[src/rtl/uart_rx_if.sv]
// Receive-side bus of the UART: serial line in, byte buffer handshake and sticky status out.
interface uart_rx_if;
  logic       RXD;
  logic       rx_ready;
  logic       err_clr;
  logic [7:0] rx_data;
  logic       rx_valid;
  logic       frame_err;
  logic       overrun;
  logic       busy;

  // master: the receiver, which owns the byte buffer and status flags
  modport master (
    input  RXD, rx_ready, err_clr,
    output rx_data, rx_valid, frame_err, overrun, busy
  );

  // slave: the pin driver plus the I/O-space consumer
  modport slave (
    output RXD, rx_ready, err_clr,
    input  rx_data, rx_valid, frame_err, overrun, busy
  );
endinterface

[src/rtl/uart_rx.sv]
// 8N1 UART receiver with 2-FF input synchroniser, one-entry valid/ready byte buffer and sticky error flags.
// rx_valid rises HALF_BIT + 9*CLKS_PER_BIT + 2 cycles after RXD is first sampled low; a full buffer drops bytes into overrun.
module uart_rx #(
  parameter int CLKS_PER_BIT = 104
) (
  input logic      CLK,
  input logic      RESET,
  uart_rx_if.master bus
);

  localparam int HALF_BIT = CLKS_PER_BIT / 2;
  localparam int CNT_W    = $clog2(CLKS_PER_BIT);
  localparam logic [CNT_W-1:0] BIT_LAST  = CNT_W'(CLKS_PER_BIT - 1);
  localparam logic [CNT_W-1:0] HALF_LAST = CNT_W'(HALF_BIT - 1);

  typedef enum logic [2:0] {IDLE, START, DATA, STOP, BREAK} state_t;

  state_t           state_q;
  logic [1:0]       sync_q;
  logic [CNT_W-1:0] cnt_q;
  logic [2:0]       bit_idx_q;
  logic [7:0]       shreg_q;
  logic [7:0]       rx_data_q;
  logic             rx_valid_q;
  logic             frame_err_q;
  logic             overrun_q;
  logic             busy_q;

  logic rxd_s;
  logic can_accept;

  assign rxd_s      = sync_q[1];
  assign can_accept = !rx_valid_q || bus.rx_ready;

  always_ff @(posedge CLK or posedge RESET) begin
    if (RESET) begin
      state_q     <= IDLE;
      sync_q      <= 2'b11;
      cnt_q       <= '0;
      bit_idx_q   <= '0;
      shreg_q     <= '0;
      rx_data_q   <= 8'h00;
      rx_valid_q  <= 1'b0;
      frame_err_q <= 1'b0;
      overrun_q   <= 1'b0;
      busy_q      <= 1'b0;
    end else begin
      sync_q <= {sync_q[0], bus.RXD};

      // Clears and the consume come first so a same-cycle set or reload overrides them.
      if (bus.err_clr) begin
        frame_err_q <= 1'b0;
        overrun_q   <= 1'b0;
      end
      if (rx_valid_q && bus.rx_ready) rx_valid_q <= 1'b0;

      case (state_q)
        IDLE: begin
          if (!rxd_s) begin
            state_q <= START;
            cnt_q   <= '0;
            busy_q  <= 1'b1;
          end
        end
        START: begin
          if (cnt_q == HALF_LAST) begin
            cnt_q     <= '0;
            bit_idx_q <= '0;
            if (!rxd_s) begin
              state_q <= DATA;
            end else begin
              state_q <= IDLE;
              busy_q  <= 1'b0;
            end
          end else begin
            cnt_q <= cnt_q + 1'b1;
          end
        end
        DATA: begin
          if (cnt_q == BIT_LAST) begin
            shreg_q   <= {rxd_s, shreg_q[7:1]};
            cnt_q     <= '0;
            bit_idx_q <= bit_idx_q + 1'b1;
            if (bit_idx_q == 3'd7) state_q <= STOP;
          end else begin
            cnt_q <= cnt_q + 1'b1;
          end
        end
        STOP: begin
          if (cnt_q == BIT_LAST) begin
            cnt_q <= '0;
            if (rxd_s) begin
              if (can_accept) begin
                rx_data_q  <= shreg_q;
                rx_valid_q <= 1'b1;
              end else begin
                overrun_q <= 1'b1;
              end
              state_q <= IDLE;
              busy_q  <= 1'b0;
            end else begin
              frame_err_q <= 1'b1;
              state_q     <= BREAK;
            end
          end else begin
            cnt_q <= cnt_q + 1'b1;
          end
        end
        BREAK: begin
          // Hold here while the line stays low so a break is not read as a stream of 0x00 bytes.
          if (rxd_s) begin
            state_q <= IDLE;
            busy_q  <= 1'b0;
          end
        end
        default: begin
          state_q <= IDLE;
          busy_q  <= 1'b0;
        end
      endcase
    end
  end

  assign bus.rx_data   = rx_data_q;
  assign bus.rx_valid  = rx_valid_q;
  assign bus.frame_err = frame_err_q;
  assign bus.overrun   = overrun_q;
  assign bus.busy      = busy_q;

endmodule

[src/flat_wrapper.sv]
// flat-port wrapper written by rule: the top's interface ports become plain ports
module uart_rx_flat 
#(
  parameter int CLKS_PER_BIT = 104
)
  (CLK, RESET, bus_RXD, bus_rx_ready, bus_err_clr, bus_rx_data, bus_rx_valid, bus_frame_err, bus_overrun, bus_busy);
  uart_rx_if bus_i ();
  input logic CLK;
  input logic RESET;
  input wire logic [$bits(bus_i.RXD)-1:0] bus_RXD;
  input wire logic [$bits(bus_i.rx_ready)-1:0] bus_rx_ready;
  input wire logic [$bits(bus_i.err_clr)-1:0] bus_err_clr;
  output wire logic [$bits(bus_i.rx_data)-1:0] bus_rx_data;
  output wire logic [$bits(bus_i.rx_valid)-1:0] bus_rx_valid;
  output wire logic [$bits(bus_i.frame_err)-1:0] bus_frame_err;
  output wire logic [$bits(bus_i.overrun)-1:0] bus_overrun;
  output wire logic [$bits(bus_i.busy)-1:0] bus_busy;
  assign bus_i.RXD = bus_RXD;
  assign bus_i.rx_ready = bus_rx_ready;
  assign bus_i.err_clr = bus_err_clr;
  assign bus_rx_data = bus_i.rx_data;
  assign bus_rx_valid = bus_i.rx_valid;
  assign bus_frame_err = bus_i.frame_err;
  assign bus_overrun = bus_i.overrun;
  assign bus_busy = bus_i.busy;
  uart_rx #(.CLKS_PER_BIT(CLKS_PER_BIT)) u_core (.CLK(CLK), .RESET(RESET), .bus(bus_i));
endmodule
[config.mk]
export PLATFORM = sky130hd
export DESIGN_NAME = uart_rx_flat
export DESIGN_NICKNAME = d
export VERILOG_FILES = /design/src/rtl/uart_rx_if.sv /design/src/rtl/uart_rx.sv /design/src/flat_wrapper.sv
export SDC_FILE = /design/constraint.sdc
export NUM_CORES = 1
export LEC_CHECK = 0
export ABC_AREA = 1
export BUFFER_PORTS_ARGS = -buffer_cell sky130_fd_sc_hd__buf_2
export CAP_MARGIN = 40
export CORE_MARGIN = 5
export CORE_UTILIZATION = 30
export DETAILED_ROUTE_END_ITERATION = 12
export GPL_TIMING_DRIVEN = 0
export PLACE_DENSITY_LB_ADDON = 0.1
export SYNTH_ARGS = -nofsm -noshare
export SYNTH_HDL_FRONTEND = slang
export SYNTH_SLANG_ARGS = --single-unit
[constraint.sdc]
create_clock -name CLK -period 3.7 [get_ports CLK]
set_input_delay 0.37 -clock CLK [delete_from_list [all_inputs] [get_ports CLK]]
set_output_delay 0.37 -clock CLK [all_outputs]
set_load 0.01 [all_outputs]
==> results.ini <==
[critical_path]
worstPathCellList = ha_1 -> nand2_1 -> inv_1 -> nand3_4 -> clkinv_4 -> nand4_4 -> buf_6 -> nand2_2 -> o21ai_2
required_ns = 3.88
cp_max_fo = 10
slowest_stage = dfrtp_1
start_kind = flip-flop
endpoint_kind = flip-flop
critPathKind = reg -> reg
crit_path_max_incr_delay_ns = 0.47
cp_data_arrival_time_ns = 1.81

[logic_synthesis]
synth_top_flop_cell = dfrtp_1
syn-instance-count = 215
yosys.cell_types.count = 28
postSynth.asyncResetShare_pct = 100
synth_area_leader_cell = dfrtp_1
synth_top_area_share_pct = 44.9
synth_seq_cells = 35
yosysSeqAreaShare_pct = 47.8
netlist_area_um2 = 1840
synth_edf_count = 0
yosys-top-cells-area = dfrtp_1 45%, nand2_1 13%, nand3_1 5.2%
ys_warn_count = 0
syn_avg_cell_area_um2 = 8.55
synth_fp_nets = 224

[clock_network]
cts_buffers = 5
cts_hold_buf = 0
cts.repair.resized = 0
cts_sinks = 35
cts_root_buf = clkbuf_8
cts.clk_slew.worst_paths_ns = 0.08
cts_tree = built
cts_setup_buffers = 0
clock_latency_ns = 0.29
clock_path_buffers = 2
h-tree-depth = 2

[cells_and_area]
multi_input_comb_area_um2 = 816
stdcell_area_um2 = 2150
syn2layout_area_growth_pct = 16.7
seq_area_um2 = 878
antenna_cells_inserted = 0
final_cells = 314
fillers = 644
final_cell_mix = 66 x nand2_1, 33 x dfrtp_1, 22 x inv_1
final_common_cell = nand2_1
postLayoutCoreUtil_pct = 36.0
final_net_count = 247
final_layout_size_suffix_gt1_share_pct = 22.2

[timing]
drv_slew = 0
fmax_ghz = 0.614
fin_crit_ns = 1.63
grt_setup_unrepaired = false
fin_setup_tns_ns = 0
min_period_over_period_pct = 44.0
tightest_slew_ns = 0.752
slew_headroom_pct = 49.8
hold_viol = 0
finalSetupViolCount = 0
skew_ns = 0.00465

[floorplan]
die_area_um2 = 7800
die_h_um = 88.3
num_rows = 28
core_area_um2 = 5960
pin_count = 17
initial_core_util_pct = 30.9
fp.dieW_um = 88.3

[power]
p_per_area_nw_per_um2 = 380
power_w = 0.000815
worst_ir_drop_vdd_mv = 0.236
leakage_nw = 1.14

[hold_path]
worst_hold_path_type = in -> reg

[detailed_routing]
antenna_left = 0
vias = 1390
routedWlPerCell_um = 11.6
wl_um = 3630
vias_per_cell = 4.43
first_iter_violations = 57
drc_errors = 0
first_pass_iters = 4

[global_routing]
grt_antenna_before_repair = 0
grt_pass1_wl_um = 6340
grt_usage_pct = 10.7
grt_overflow_total = 0
grt_max_degree = 36
first_global_vias = 1351

[status]
outcome = finished clean

[place]
portBuffers = 16
place_area_um2 = 2010
dp_hpwl_um = 2700
finalWeightedCongestion = 0.789
dp.cells = 306

[run]
maxCapViolCount = 0

-- layout make-up --
type | instances | area share, %
buffer | 4 | 1.81
clock buffer | 6 | 3.38
clock inverter | 2 | 2.80
inverter | 27 | 4.96
multi-input combinational | 149 | 38.0
sequential | 35 | 40.9
tap | 75 | 4.37
timing repair buffer | 16 | 3.73
-- logic make-up (layout without fill, tap and decap cells) --
group	after synthesis	in the layout	share of synthesized area [%]
compound gates	19	19	7.48
xor+xnor	1	1	0.476
fa+ha+maj	4	4	2.72
buf+inv	31	55	7.89
flops	35	35	47.8
simple gates	125	125	33.7
-- synthesized netlist by cell type (3+ instances only) --
cell type / count
nand2_1: 66
dfrtp_1: 33
inv_1: 23
nand3_1: 19
nor2_1: 19
nor2_4: 6
ha_1: 4
nand2_4: 4
nand4_1: 4
o21ai_0: 4
a21oi_1: 3
buf_6: 3
inv_2: 3
nand2_2: 3
o21ai_1: 3
-- state kept, by name, summed over array words and instances (netlist names) --
name,count
u_core.bus.frame_err,1
u_core.state_q,3
u_core.bus.rx_data,8
u_core.bus.rx_valid,1
u_core.sync_q,2
u_core.bus.busy,1
u_core.shreg_q,8
u_core.cnt_q,7
u_core.bus.overrun,1
u_core.bit_idx_q,3
-- routing by layer --
layer / up-vias / share of wire [%] / routed length (µm) / track usage [%]
met5: - / 0 / 0 / 0
met1: 642 / 53 / 1930 / 14.6
met4: 0 / 1.8 / 67 / 4.53
met2: 19 / 41 / 1490 / 15.8
li1: 723 / - / - / -
met3: 6 / 4.2 / 151 / 3.07
-- stage by stage --
stage | hold WS, ns | setup slack (ns)
3_5_place_dp | 0.347 | 2.08
2_1_floorplan | 0.345 | 2.27
3_3_place_gp | 0.345 | 1.96
6_report | 0.173 | 2.07
5_1_grt | 0.157 | 1.91
4_1_cts | 0.152 | 2.07
-- power by group --
group	leakage (nW)	switching, W	internal (W)
clock	0.0654	0.000148	0.000269
sequential	0.462	0.00000126	0.000384
combinational	0.609	0.0000101	0.00000230
-- final timing paths --
path                                             startpoint                                end  slack, ns  depth (start not counted)
worst max-delay path            u_core.cnt_q[0]$_DFFE_PP0P_  u_core.bus.rx_data[5]$_DFFE_PP0P_       2.07                          9
worst min-delay path                                bus_RXD         u_core.sync_q[0]$_DFF_PP1_       0.17                          1
worst max register to register  u_core.cnt_q[0]$_DFFE_PP0P_  u_core.bus.rx_data[5]$_DFFE_PP0P_       2.07                          9
worst min register to register   u_core.sync_q[0]$_DFF_PP1_         u_core.sync_q[1]$_DFF_PP1_       0.36                          0
max in group asynchronous                             RESET  u_core.bus.rx_data[7]$_DFFE_PP0P_       3.02                          2
min in group asynchronous                             RESET      u_core.state_q[0]$_DFFE_PP0P_       0.21                          2
-- critical path, delay by kind of cell, from the launching register on --
family / cells / cell delay (ns)
flops: 1 / 0.47
simple gates: 4 / 0.37
compound gates: 1 / 0.05
fa+ha+maj: 1 / 0.24
buf+inv: 3 / 0.39
Power figures use the tool's default switching activity.
